<file path="src/rtl/seq_bitcount_pkg.sv">
// Shared encodings for the sequential bit-counting unit.
package seq_bitcount_pkg;

  typedef enum logic [1:0] {
    MODE_POP  = 2'b00,
    MODE_ZERO = 2'b01,
    MODE_CLZ  = 2'b10,
    MODE_CLO  = 2'b11
  } mode_t;

  typedef enum logic [1:0] {
    ST_IDLE = 2'b00,
    ST_RUN  = 2'b01,
    ST_DONE = 2'b10
  } state_t;

endpackage

</file>
<file path="src/rtl/seq_bitcount_chunk_count.sv">
// Combinational counter for one chunk: number of ones plus leading-zero and
// leading-one run lengths measured from the chunk MSB.
module chunk_count
  import seq_bitcount_pkg::*;
#(
  parameter int CHUNK = 8
) (
  input  logic [CHUNK-1:0]               bits,
  output logic [$clog2(CHUNK+1)-1:0]     ones,
  output logic [$clog2(CHUNK+1)-1:0]     lead_zeros,
  output logic [$clog2(CHUNK+1)-1:0]     lead_ones
);

  localparam int KW = $clog2(CHUNK+1);

  always_comb begin
    logic run0;
    logic run1;
    ones       = '0;
    lead_zeros = '0;
    lead_ones  = '0;
    run0       = 1'b1;
    run1       = 1'b1;
    // Run flags stay high only while every bit seen so far matches the target.
    for (int i = CHUNK - 1; i >= 0; i--) begin
      run0 = run0 & ~bits[i];
      run1 = run1 &  bits[i];
      if (bits[i]) ones = ones + KW'(1);
      if (run0) lead_zeros = lead_zeros + KW'(1);
      if (run1) lead_ones = lead_ones + KW'(1);
    end
  end

endmodule

</file>
<file path="src/rtl/seq_bitcount.sv">
// Multi-cycle POP/ZERO/CLZ/CLO counter, CHUNK bits per cycle, MSB chunk first.
// Define SEQ_BITCOUNT_EARLY_EXIT_EN to finish CLZ/CLO as soon as the run ends.
module seq_bitcount
  import seq_bitcount_pkg::*;
#(
  parameter int WIDTH = 32,
  parameter int CHUNK = 8
) (
  input  logic                         clk,
  input  logic                         reset,
  input  logic                         in_valid,
  output logic                         in_ready,
  input  logic [WIDTH-1:0]             in_data,
  input  logic [1:0]                   in_mode,
  output logic                         out_valid,
  input  logic                         out_ready,
  output logic [$clog2(WIDTH+1)-1:0]   out_count
);

  localparam int N  = WIDTH / CHUNK;
  localparam int CW = $clog2(WIDTH+1);
  localparam int KW = $clog2(CHUNK+1);
  localparam int IW = (N > 1) ? $clog2(N) : 1;

  generate
    if ((CHUNK < 1) || (CHUNK > WIDTH) || ((WIDTH % CHUNK) != 0)) begin : g_param_check
      $error("seq_bitcount: WIDTH must be a multiple of CHUNK with 1 <= CHUNK <= WIDTH");
    end
  endgenerate

  state_t            state_reg,   state_next;
  mode_t             mode_reg,    mode_next;
  logic [WIDTH-1:0]  shift_reg,   shift_next;
  logic [CW-1:0]     acc_reg,     acc_next;
  logic [CW-1:0]     count_reg,   count_next;
  logic [IW-1:0]     idx_reg,     idx_next;
  logic              stopped_reg, stopped_next;

  logic [KW-1:0]     ones;
  logic [KW-1:0]     lead_zeros;
  logic [KW-1:0]     lead_ones;
  logic [KW-1:0]     lead;
  logic [KW-1:0]     add_val;
  logic [CW-1:0]     acc_sum;
  logic              is_lead_mode;
  logic              stop_hit;
  logic              last_chunk;
  logic              early_exit;

  chunk_count #(.CHUNK(CHUNK)) u_chunk (
    .bits       (shift_reg[WIDTH-1 -: CHUNK]),
    .ones       (ones),
    .lead_zeros (lead_zeros),
    .lead_ones  (lead_ones)
  );

  always_comb begin
    is_lead_mode = (mode_reg == MODE_CLZ) || (mode_reg == MODE_CLO);
    lead         = (mode_reg == MODE_CLZ) ? lead_zeros : lead_ones;
    // A partial run inside this chunk means the leading run ends here.
    stop_hit     = is_lead_mode && !stopped_reg && (lead != KW'(CHUNK));
    last_chunk   = (idx_reg == IW'(N - 1));
    case (mode_reg)
      MODE_POP:  add_val = ones;
      MODE_ZERO: add_val = KW'(CHUNK) - ones;
      default:   add_val = stopped_reg ? '0 : lead;
    endcase
    acc_sum = acc_reg + CW'(add_val);
  end

`ifdef SEQ_BITCOUNT_EARLY_EXIT_EN
  assign early_exit = stop_hit;
`else
  assign early_exit = 1'b0;
`endif

  always_comb begin
    state_next   = state_reg;
    mode_next    = mode_reg;
    shift_next   = shift_reg;
    acc_next     = acc_reg;
    count_next   = count_reg;
    idx_next     = idx_reg;
    stopped_next = stopped_reg;
    case (state_reg)
      ST_IDLE: begin
        if (in_valid) begin
          state_next   = ST_RUN;
          mode_next    = mode_t'(in_mode);
          shift_next   = in_data;
          acc_next     = '0;
          idx_next     = '0;
          stopped_next = 1'b0;
        end
      end
      ST_RUN: begin
        shift_next   = shift_reg << CHUNK;
        idx_next     = idx_reg + IW'(1);
        acc_next     = acc_sum;
        stopped_next = stopped_reg | stop_hit;
        if (last_chunk || early_exit) begin
          state_next = ST_DONE;
          count_next = acc_sum;
        end
      end
      ST_DONE: begin
        if (out_ready) state_next = ST_IDLE;
      end
      default: state_next = ST_IDLE;
    endcase
  end

  always_ff @(posedge clk) begin
    if (!reset) begin
      state_reg   <= ST_IDLE;
      mode_reg    <= MODE_POP;
      shift_reg   <= '0;
      acc_reg     <= '0;
      count_reg   <= '0;
      idx_reg     <= '0;
      stopped_reg <= 1'b0;
    end else begin
      state_reg   <= state_next;
      mode_reg    <= mode_next;
      shift_reg   <= shift_next;
      acc_reg     <= acc_next;
      count_reg   <= count_next;
      idx_reg     <= idx_next;
      stopped_reg <= stopped_next;
    end
  end

  assign in_ready  = (state_reg == ST_IDLE);
  assign out_valid = (state_reg == ST_DONE);
  assign out_count = count_reg;

endmodule
</file>
<file path="config.mk">
export PLATFORM = sky130hd
export DESIGN_NAME = seq_bitcount
export DESIGN_NICKNAME = d
export VERILOG_FILES = /design/src/rtl/seq_bitcount_pkg.sv /design/src/rtl/seq_bitcount_chunk_count.sv /design/src/rtl/seq_bitcount.sv
export SDC_FILE = /design/constraint.sdc
export NUM_CORES = 1
export LEC_CHECK = 0
export ABC_AREA = 1
export BUFFER_PORTS_ARGS = -buffer_cell sky130_fd_sc_hd__buf_2
export CAP_MARGIN = 20
export CORE_MARGIN = 2
export CORE_UTILIZATION = 35
export DETAILED_ROUTE_END_ITERATION = 10
export PLACE_DENSITY = 0.55
export SLEW_MARGIN = 25
export SYNTH_ARGS = -nofsm -noshare
export SYNTH_HDL_FRONTEND = slang
export SYNTH_SLANG_ARGS = --single-unit
</file>
<file path="constraint.sdc">
create_clock -name clk -period 5.5 [get_ports clk]
set_clock_uncertainty 0.2 [all_clocks]
set_input_delay 1.1 -clock clk [delete_from_list [all_inputs] [get_ports clk]]
set_output_delay 1.1 -clock clk [all_outputs]
set_load 0.02 [all_outputs]
</file>
=== Word level (Yosys, flattened, before mapping) ===
Cells that the tools add are included.

* Word-level logic and storage cells: 112
* Output and inout port bits: 8
* Bits in registers: 51
* Input port bits: 38

* Add/subtract/negate cells: 23
* Bitwise operators: 23
* Multiplexer cells: 38
* Equality and inequality tests: 10
* Reduce and logical (&&, ||, !) cells: 11

{| class="wikitable"
|+ Operator list
! cell !! count
|-
| 4-bit 2-to-1 mux || 23
|-
| 4-bit by 1-bit adder with 4-bit output (second input constant) || 19
|-
| 32-bit one-hot mux with 2 select lines || 1
|-
| 32-bit 2-to-1 mux || 1
|-
| 1-bit AND || 14
|-
| 6-bit one-hot mux with 2 select lines || 1
|-
| 2-bit equality test (second input constant) || 4
|-
| 2-bit 2-to-1 mux || 4
|-
| 1-bit NOT || 8
|-
| 4-bit one-hot mux with 2 select lines || 1
|-
| 6-bit by 4-bit adder with 6-bit output || 1
|-
| 6-bit 2-to-1 mux || 1
|-
| 2-bit one-hot mux with 3 select lines || 1
|-
| 2-bit AND reduction || 3
|-
| 2-bit by 1-bit equality test with 1-bit output (second input constant) || 2
|-
| 2-bit zero test || 2
|-
| 2-bit inequality test (second input constant) || 2
|-
| 4-bit inequality test (second input constant) || 1
|-
| 2-bit one-hot mux with 2 select lines || 1
|-
| 4-bit subtractor (first input constant) || 1
|-
| 1-bit 2-to-1 mux || 3
|-
| 3-bit AND reduction || 1
|-
| 1-bit by 1-bit adder with 2-bit output (second input constant) || 1
|-
| 2-bit by 1-bit adder with 2-bit output (second input constant) || 1
|-
| 7 further kinds || 8
|}

=== Depth between registers and ports, before layout ===
Gate-level depths: netlist of the first run.

* Depth in word-level cells: 20
* Gate-level depth with buffers: 38
* Mapped depth without buffers: 38

=== Cells and area by module ===
Synthesis of the first run repeated with hierarchy kept, for this count alone.

* Cells, all modules: 709
* Area, all modules: 4345.4 um^2

{| class="wikitable"
|+ By module, submodules not included
! module !! times used !! cells each !! area each (um^2)
|-
| seq_bitcount || 1 || 332 || 2423.6
|-
| chunk_count || 1 || 377 || 1921.8
|}

=== Least setup slack after synthesis of the first run ===
OpenSTA, ideal clock, no wires.

* Path type: flip-flop to flip-flop
* From: register shift_reg[31]
* To: register acc_reg[5]
* Setup time: 71 ps
* Data arrival time: 4817 ps
* Data required time: 5229 ps
* Clock period less this slack: 5088 ps
* Buffers on the path: 0
* Stages on the path, launching flop included: 39
* Path slack: 412 ps
* Cells stage by stage: dfxtp_1 -> inv_1 -> ha_1 -> inv_1 -> nand2_1 -> nand2_4 -> inv_1 -> ha_1 -> o21ai_2 -> inv_1 -> nand2_1 -> nand3_1 -> and2_1 -> ha_1 -> nand2_1 -> nand2_1 -> inv_1 -> nand2_1 -> [... 3 more ...] -> ha_1 -> nand2_1 -> nand2_1 -> inv_2 -> ha_1 -> o21ai_0 -> a21oi_1 -> a31oi_2 -> inv_1 -> ha_1 -> a21oi_1 -> inv_1 -> a31oi_1 -> nor2_1 -> o21ai_0 -> xnor2_1 -> nand2_1 -> a21oi_1

* Word-level cells in the longest chain between the ends: 20

{| class="wikitable"
|+ RTL lines
! what !! RTL line !! text
|-
| from (decl) || seq_bitcount.sv:33 || <nowiki>logic [WIDTH-1:0] shift_reg, shift_next;</nowiki>
|-
| from (signal assigned) || seq_bitcount.sv:125 || <nowiki>shift_reg <= shift_next;</nowiki>
|-
| 1-bit 2-to-1 mux, or another cell as far along || seq_bitcount_chunk_count.sv:29 || <nowiki>if (run0) lead_zeros = lead_zeros + KW'(1);</nowiki>
|-
| 4-bit by 1-bit adder with 4-bit output, or another cell as far along || seq_bitcount_chunk_count.sv:29 ||
|-
| 4-bit 2-to-1 mux (on tied branches) || seq_bitcount_chunk_count.sv:29, seq_bitcount_chunk_count.sv:30 ||
|-
| 4-bit by 1-bit adder with 4-bit output (on tied branches) || seq_bitcount_chunk_count.sv:29, seq_bitcount_chunk_count.sv:30 ||
|-
| 4-bit 2-to-1 mux (on tied branches) || seq_bitcount_chunk_count.sv:29, seq_bitcount_chunk_count.sv:30 ||
|-
| 4-bit by 1-bit adder with 4-bit output (on tied branches) || seq_bitcount_chunk_count.sv:29, seq_bitcount_chunk_count.sv:30 ||
|-
| 4-bit 2-to-1 mux (on tied branches) || seq_bitcount_chunk_count.sv:29, seq_bitcount_chunk_count.sv:30 ||
|-
| 4-bit by 1-bit adder with 4-bit output (on tied branches) || seq_bitcount_chunk_count.sv:29, seq_bitcount_chunk_count.sv:30 ||
|-
| [... 4 more ...] || n/a ||
|-
| 4-bit 2-to-1 mux (on tied branches) || seq_bitcount_chunk_count.sv:29, seq_bitcount_chunk_count.sv:30 ||
|-
| 4-bit by 1-bit adder with 4-bit output (on tied branches) || seq_bitcount_chunk_count.sv:29, seq_bitcount_chunk_count.sv:30 ||
|-
| 4-bit 2-to-1 mux (on tied branches) || seq_bitcount_chunk_count.sv:29, seq_bitcount_chunk_count.sv:30 ||
|-
| 4-bit 2-to-1 mux || seq_bitcount.sv:59 || <nowiki>lead = (mode_reg == MODE_CLZ) ? lead_zeros : lead_ones;</nowiki>
|-
| 4-bit 2-to-1 mux || seq_bitcount.sv:66 || <nowiki>default: add_val = stopped_reg ? '0 : lead;</nowiki>
|-
| 4-bit one-hot mux with 2 select lines (*) || seq_bitcount.sv:63 || <nowiki>case (mode_reg)</nowiki>
|-
| 6-bit by 4-bit adder with 6-bit output (*) || seq_bitcount.sv:68 || <nowiki>acc_sum = acc_reg + CW'(add_val);</nowiki>
|-
| 6-bit one-hot mux with 2 select lines (*) || seq_bitcount.sv:85 || <nowiki>case (state_reg)</nowiki>
|-
| to (signal assigned) || seq_bitcount.sv:126 || <nowiki>acc_reg <= acc_next;</nowiki>
|-
| to (decl) || seq_bitcount.sv:34 || <nowiki>logic [CW-1:0] acc_reg, acc_next;</nowiki>
|}

Every way passes the cells marked *; elsewhere a longest branch is shown, timed or not.
A chain may end at the register's enable or synchronous reset.

=== Worst setup path in the final report of the first run ===
* From: register shift_reg[30]
* To: register acc_reg[5]

* Word-level cells in the longest chain between the ends: 20

{| class="wikitable"
|+ RTL lines
! what !! RTL line
|-
| parallel branches: the longest is 17 deep, another holds 4-bit by 1-bit adder with 4-bit output || n/a
|-
| 4-bit one-hot mux with 2 select lines (*) || seq_bitcount.sv:63
|-
| 6-bit by 4-bit adder with 6-bit output (*) || seq_bitcount.sv:68
|-
| 6-bit one-hot mux with 2 select lines (*) || seq_bitcount.sv:85
|}

Every way passes the cells marked *.

==> results of run 1 <==
[report_power, final]
part	total, mW	leakage, nW	internal (mW)	switching, mW
Clock	0.319	0.0733	0.180	0.138
Combinational	0.588	1.97	0.216	0.372
Sequential	0.425	0.421	0.399	0.0260
Total	1.33	2.47	0.796	0.536
[layout by cell type (no fill, tap or decap), drive strengths merged]
| cell type | count |
|---|---|
| ha | 27 |
| o21bai | 2 |
| and2 | 1 |
| nand2b | 1 |
| xor2 | 9 |
| o21ai | 25 |
| nand4 | 10 |
| or2 | 3 |
| nor2 | 64 |
| dfxtp | 51 |
| nand2 | 212 |
| xnor2 | 4 |
| o22ai | 1 |
| clkbuf | 6 |
| buf | 54 |
| fa | 1 |
| nand3 | 48 |
| nor4 | 1 |
| a211oi | 49 |
| inv | 117 |
| a21oi | 34 |
| a31oi | 3 |
| clkinv | 2 |
[layer usage]
metal	vias to the layer above	wire length (um)	part of all wire, %	GRT usage (%)
li1	2260	-	-	-
met1	1909	4960	49	20.5
met2	47	4770	48	27.8
met3	6	218	2.2	2.06
met4	0	91	0.91	3.45
met5	-	0	0	0
[critical path: cells and delay by family, from the launching register on]
family	cells	cell delay, ns
AO/OA/AOI/OAI	8	1.18
XOR/XNOR	1	0.16
adder cells (fa/ha/maj)	6	1.52
buffers and inverters	9	0.47
flip-flops	1	0.39
AND/OR/NAND/NOR	14	1.11
[stage by stage]
step	util, %	instances	hold slack [ns]	power, mW
5_1_grt	41.0	872	0.284	1.46
3_3_place_gp	38.9	862	0.251	0.985
2_1_floorplan	-	686	0.241	0.882
3_5_place_dp	38.9	862	0.254	0.997
4_1_cts	40.2	869	0.264	1.32
6_report	41.0	872	0.262	1.33
[final timing paths]
| check | from | end | slack [ns] | cells after the start |
|---|---|---|---|---|
| setup / recovery | shift_reg[30]$_SDFFE_PN0P_ | acc_reg[5]$_SDFFE_PN0P_ | 0.38 | 38 |
| setup reg to reg | shift_reg[30]$_SDFFE_PN0P_ | acc_reg[5]$_SDFFE_PN0P_ | 0.38 | 38 |
| hold / removal | shift_reg[4]$_SDFFE_PN0P_ | shift_reg[4]$_SDFFE_PN0P_ | 0.26 | 2 |
| hold reg to reg | shift_reg[4]$_SDFFE_PN0P_ | shift_reg[4]$_SDFFE_PN0P_ | 0.26 | 2 |
[cells in the mapped netlist, drive strengths merged]
cell type and count:
nand2 212, inv 116, nor2 64, dfxtp 51, a211oi 49, nand3 48
a21oi 34, ha 27, o21ai 25, clkbuf 12, buf 10, nand4 10
xor2 9, xnor2 4, a31oi 3, or2 3, clkinv 2, o21bai 2
and2 1, fa 1, nand2b 1, nor4 1, o22ai 1
[layout make-up]
type,count,area [sq um],area share [%]
clock buffers,6,139,2.82
inverters,118,448,9.10
well taps,147,184,3.74
flip-flops and latches,51,1030,21.0
multi-input cells,495,2820,57.3
repair buffers,54,293,5.95
clock inverters,1,8.76,0.178
[logic make-up after synthesis]
| kind of cell | after synthesis | share of synthesized area [%] |
|---|---|---|
| AND/OR/NAND/NOR | 340 | 35.3 |
| buffers and inverters | 140 | 12.7 |
| AO/OA/AOI/OAI | 114 | 16.7 |
| flip-flops | 51 | 23.6 |
| adder cells (fa/ha/maj) | 28 | 8.28 |
| XOR/XNOR | 13 | 3.42 |
[what timing repair did]
| action | in CTS | in global routing |
|---|---|---|
| setup endpoints to repair | 0 | 9 |
| hold buffers | 0 | 0 |
| resized for setup | 0 | 27 |
| buffers inserted | 0 | 3 |
==> results.toml, run 1 <==
[layout]
fin_nets = 791
largest_register_ffs = 32
areaGrowthSynthToFinish_pct = 13.8
diodes = 0
drive_gt1_share_pct = 17.9
fillers = 1283
final_cell_area_sq_um = 4920

[synth]
syn_area_sq_um = 4320
synth_top_cell_by_area = "dfxtp_1"
synth_area_leaders = "dfxtp_1 (24%), nand2_1 (17%), inv_1 (9.4%)"
synth_top_area_share_pct = 23.6
netlist_instances = 686
synth_nets = 752
synth.distinct_cells = 41
ys_ff_latch = 51
syn_area_per_cell_sq_um = 6.30
synth.yosys.warnings = 0
ys_seq_area_share_pct = 23.6

[timing]
finalCriticalPeriod_ns = 5.12
fmax_ghz = 0.195
finalWorstSetupSlack_ns = 0.380
tns_ns = 0
drv_slew = 0
setup-violations-final = 0
finalCritPeriodShare_pct = 93.1
relSlewSlack_pct = 39.7
hold_violations = 0
worstMarginPinSlew_ns = 0.898

[placement]
io_buffers = 45
post-dp-hpwl_um = 7780
finalWeightedCongestion = 0.830
place_area_sq_um = 4680
pre_cts_ws_ns = 0.0556

[detailed_routing]
drc = 0
wl_per_cell_um = 11.5
viasPerCell = 4.84
wl_um = 10000
first_pass_iters = 4
drtIter0Drc = 194
vias = 4222
drtAntennaViolNets = 0

[grt]
grt_max_degree = 48
grt_pass1_vias = 4047
antenna_found_initial = 0
track_usage_pct = 15.7
grt-ovfl-total = 0
grt_pass1_wl_um = 17400

[clock_network]
cts.sinks = 51
cts_tree = "done"
clk_path_buf_depth = 2
clk_latency_ns = 0.29
path_clk_slew_ns = 0.07
cts_buffers = 5
clockRootBuffer = "clkbuf_16"
h-tree-depth = 2

[critical_path]
start_kind = "flop"
crit_arrival_ns = 5.14
critPathRequiredTime_ns = 5.52
crit_slowest_cell = "dfxtp_4"
critPathMaxStageDelay_ns = 0.39
cp-end-kind = "flop"
worstSetupPathType = "flop to flop"
cp_max_fo = 4

[pwr]
ir_worst_vdd_uv = 195
leakage_nw = 2.47
power.density_nw_per_um2 = 271

[floorplanning]
start_util_pct = 36.0
ios = 46
die_h_um = 115
die_w_um = 115
core_sq_um = 12000
core.rowCount = 40
die_area_sq_um = 13300

[worst_hold_path]
hp-class = "flop to flop"

[status]
status = "finished clean"

[job]
max_cap_violations = 0
(Power assumes the default switching activity.)
==> inputs of run 2 (changes only) <==
PLACE_DENSITY = default   (was 0.55)
PLACE_DENSITY_LB_ADDON = 0.2   (was default)
==> results.toml, run 2 (synthesis results as in run 1) <==
[clock_network]
clockRootBuffer = "clkbuf_16"
cts_buffers = 5
clk_path_buf_depth = 2
clk_latency_ns = 0.29
path_clk_slew_ns = 0.07
cts.sinks = 51
cts_tree = "done"
h-tree-depth = 2

[layout]
drive_gt1_share_pct = 19.3
fillers = 1287
areaGrowthSynthToFinish_pct = 14.9
largest_register_ffs = 32
final_cell_mix = "nand2_1 (192), inv_1 (104), nor2_1 (52)"
diodes = 0
fin_nets = 791
final_cells = 873
final_core_util_pct = 41.3
multi_input_area_sq_um = 2840
final_common_cell = "nand2_1"
regArea_sq_um = 1030

[critical_path]
start_kind = "flop"
critPathRequiredTime_ns = 5.53
cp-end-kind = "flop"
crit_slowest_cell = "dfxtp_4"
worstSetupPathType = "flop to flop"
cp_max_fo = 4
critPathMaxStageDelay_ns = 0.38
crit_arrival_ns = 5.11

[worst_hold_path]
hp-class = "flop to flop"

[pwr]
p_comb_share_pct = 43.0
p_int_mw = 0.835
switching_share_pct = 39.7
switching_power_mw = 0.549
leakage_nw = 2.47
clkPwrFrac_pct = 26.3
power.density_nw_per_um2 = 279
ir_worst_vdd_uv = 204
seq_power_share_pct = 30.7
total_power_mw = 1.38

[timing]
setup-violations-final = 0
finalCriticalPeriod_ns = 5.08
relSlewSlack_pct = 39.8
drv_slew = 0
fmax_ghz = 0.197
hold_violations = 0
worstMarginPinSlew_ns = 0.897
finalWorstSetupSlack_ns = 0.421
finalCritPeriodShare_pct = 92.3

[detailed_routing]
first_pass_iters = 4
vias = 4226
drc = 0
drtAntennaViolNets = 0
wl_per_cell_um = 11.4
wl_um = 9970
viasPerCell = 4.84
drtIter0Drc = 212

[placement]
pre_cts_ws_ns = 0.00901
post-dp-hpwl_um = 7780
io_buffers = 45
finalWeightedCongestion = 0.832
dpl.cell_count = 862

[status]
status = "finished clean"

[floorplanning]
core.rowCount = 40
start_util_pct = 36.0
core_sq_um = 12000
die_w_um = 115
die_h_um = 115
ios = 46
die_area_sq_um = 13300

[grt]
antenna_found_initial = 0
grt_max_degree = 66
grt-ovfl-total = 0
track_usage_pct = 15.9
grt_pass1_wl_um = 17500
grt_pass1_vias = 4126

[job]
max_cap_violations = 0
## run 2: power groups by stage
stage / sequential (mW) / clock (mW) / combinational, mW
2_1_floorplan: 0.420 / 0 / 0.462
3_3_place_gp: 0.430 / 0 / 0.555
6_report: 0.425 / 0.364 / 0.595
5_1_grt: 0.429 / 0.391 / 0.698
4_1_cts: 0.423 / 0.374 / 0.569
3_5_place_dp: 0.432 / 0 / 0.566
## run 2: repair_timing
item,in CTS,in global routing
pin swaps,0,9
gates resized for setup,1,33
buffers inserted,0,3
hold buffers,0,0
endpoints found under the setup margin,1,7
## run 2: critical path: cells and delay by family, from the launching register on
family          cells  cell delay, ns
compound gates      8            1.15
flops               1            0.38
xor+xnor            1            0.15
fa+ha+maj           6            1.54
simple gates       14            1.10
buf+inv             9            0.47
## run 2: per-layer routing
metal / share of wire (%) / track usage (%) / up-vias
met5: 0 / 0 / -
met4: 0.88 / 4.90 / 0
met3: 2.5 / 2.06 / 5
met2: 48 / 28.2 / 55
met1: 49 / 20.0 / 1898
li1: - / - / 2268
## run 2: stage by stage
step	instance area, sq um	hold WS, ns	setup TNS, ns
final	4970	0.263	0
after global routing	4970	0.279	-0.00474
after CTS	4850	0.266	0
after detailed placement	4680	0.255	0
after global placement	4680	0.251	0
after floorplan	4320	0.241	0
## run 2: final timing paths
path	start	end	slack (ns)	cells past startpoint
max	shift_reg[30]$_SDFFE_PN0P_	acc_reg[5]$_SDFFE_PN0P_	0.42	38
min	out_count[3]$_SDFFE_PN0P_	out_count[3]$_SDFFE_PN0P_	0.26	2
max reg2reg	shift_reg[30]$_SDFFE_PN0P_	acc_reg[5]$_SDFFE_PN0P_	0.42	38
min reg2reg	out_count[3]$_SDFFE_PN0P_	out_count[3]$_SDFFE_PN0P_	0.26	2
## run 2: area by class of cell
cell class | count | area share, %
clock inverter | 3 | 0.932
sequential | 51 | 20.8
clock buffer | 5 | 2.52
timing repair buffer | 54 | 5.90
multi-input combinational | 495 | 57.2
inverter | 118 | 9.02
tap | 147 | 3.70
==> inputs of run 3 (changes only) <==
BUFFER_PORTS_ARGS = -buffer_cell sky130_fd_sc_hd__buf_4   (was -buffer_cell sky130_fd_sc_hd__buf_2)
CORE_UTILIZATION = 32   (was 35)
==> results.toml, run 3 (synthesis results as in run 1) <==
[pwr]
seq_power_share_pct = 30.6
power.density_nw_per_um2 = 269
switching_power_mw = 0.551
ir_worst_vdd_uv = 214
switching_share_pct = 39.8
p_int_mw = 0.835
clkPwrFrac_pct = 23.1
leakage_nw = 2.53
p_comb_share_pct = 46.2

[status]
status = "finished clean"

[floorplanning]
die_w_um = 120
core.rowCount = 42
core_sq_um = 13200
die_area_sq_um = 14500
die_h_um = 120
ios = 46
start_util_pct = 32.6

[timing]
tns_ns = 0
drv_slew = 0
fmax_ghz = 0.198
relSlewSlack_pct = 49.9
hold_violations = 0
finalCritPeriodShare_pct = 91.8
setup-violations-final = 0
worstMarginPinSlew_ns = 0.750
finalCriticalPeriod_ns = 5.05

[critical_path]
start_kind = "flop"
cp_max_fo = 11
reg2reg_setup_slack_ns = 0.45
path_buf_inv = 4
reg2regPathDepth = 30
rr_startpoint = "shift_reg[28]$_SDFFE_PN0P_"
crit_arrival_ns = 5.08
cp-end-kind = "flop"
cp_common_cell = "nand2_1"
critPathRequiredTime_ns = 5.53
crit_slowest_cell = "dfxtp_1"
critPathMaxStageDelay_ns = 0.56
worstSetupPathType = "flop to flop"
crit_family = "compound AO/OA/AOI/OAI gates"
reg2reg_to = "acc_reg[5]$_SDFFE_PN0P_"

[clock_network]
clk_path_buf_depth = 2
h-tree-depth = 2
clockRootBuffer = "clkbuf_16"
cts.sinks = 51
cts_buffers = 5
path_clk_slew_ns = 0.07
clk_latency_ns = 0.29
cts_tree = "done"

[layout]
fin_nets = 798
drive_gt1_share_pct = 19.2
final_cell_mix = "nand2_1 (192), inv_1 (105), buf_4 (61)"
diodes = 0
areaGrowthSynthToFinish_pct = 19.1
largest_register_ffs = 32
final_common_cell = "nand2_1"
final_cell_area_sq_um = 5150

[grt]
grt-ovfl-total = 0
grt_pass1_vias = 4154
antenna_found_initial = 0
track_usage_pct = 14.5
grt_max_degree = 48
grt_pass1_wl_um = 17700

[worst_hold_path]
hp-class = "flop to flop"
whs_endpoint = "shift_reg[2]$_SDFFE_PN0P_"
holdPathStages = 2
hp-start = "shift_reg[2]$_SDFFE_PN0P_"

[detailed_routing]
first_pass_iters = 4
wl_um = 10100
drtIter0Drc = 161
drc = 0
vias = 4309
drtAntennaViolNets = 0
wl_per_cell_um = 11.1
viasPerCell = 4.74

[placement]
place_area_sq_um = 4840
io_buffers = 45
finalWeightedCongestion = 0.825
post-dp-hpwl_um = 7900

[job]
max_cap_violations = 0
[run 3: cell count changes in the layout (fill, tap and decap cells not counted), moves of 2 or more]
cell and delta:
buf_4 +52, buf_2 -45, a21oi_1 +2, a21oi_2 -2
ha_2 -2, nor2_1 -2, nor2_2 +2
[run 3: what timing repair did]
item	CTS	global route
endpoints found under the setup margin	2	9
hold buffers	0	0
pin swaps	0	8
gates resized for setup	1	27
setup buffers	0	9
[run 3: power by group through the flow]
stage               Clock [mW]  Sequential (mW)  Combinational [mW]
finish                   0.321            0.424               0.641
detailed placement           0            0.431               0.578
global route             0.345            0.428               0.738
floorplan                    0            0.420               0.462
global placement             0            0.430               0.563
CTS                      0.331            0.423               0.582
[run 3: through the flow]
stage	hold WS (ns)	cells	setup WS, ns	utilization, %	power [mW]
CTS	0.267	900	0.0131	37.7	1.34
global placement	0.250	892	0.201	36.5	0.993
detailed placement	0.257	892	-0.0347	36.5	1.01
finish	0.265	909	0.450	38.9	1.39
floorplan	0.241	686	0.412	-	0.882
global route	0.287	909	-0.0303	38.9	1.51
[run 3: tightest hold or removal path: cells and delay by family (launching register included)]
family | cells | cell delay, ns
compound gates | 1 | 0.05
flops | 1 | 0.31
simple gates | 1 | 0.06
[run 3: worst max path at each step]
stage / start / end / depth (start not counted) / slack (ns)
2_1_floorplan: shift_reg[31]$_SDFFE_PN0P_ / acc_reg[5]$_SDFFE_PN0P_ / 38 / 0.41
3_3_place_gp: shift_reg[31]$_SDFFE_PN0P_ / acc_reg[5]$_SDFFE_PN0P_ / 38 / 0.20
3_5_place_dp: shift_reg[31]$_SDFFE_PN0P_ / acc_reg[5]$_SDFFE_PN0P_ / 38 / -0.03
4_1_cts: shift_reg[30]$_SDFFE_PN0P_ / acc_reg[5]$_SDFFE_PN0P_ / 38 / 0.01
5_1_grt: shift_reg[31]$_SDFFE_PN0P_ / acc_reg[5]$_SDFFE_PN0P_ / 38 / -0.03
6_report: shift_reg[28]$_SDFFE_PN0P_ / acc_reg[5]$_SDFFE_PN0P_ / 30 / 0.45
[run 3: routing by layer]
metal	routed length (um)	vias to the layer above	global-route usage, %
met1	4900	1954	18.3
met3	252	10	1.56
li1	-	2286	-
met2	4830	59	25.9
met4	137	0	4.29
met5	0	-	0
[run 3: layout make-up]
type                    count  area (sq um)
flip-flops and latches     51          1030
multi-input cells         495          2840
clock buffers               7           143
clock inverters             1          8.76
inverters                 118           448
repair buffers             61           458
well taps                 176           220
fillers                  1458          8090
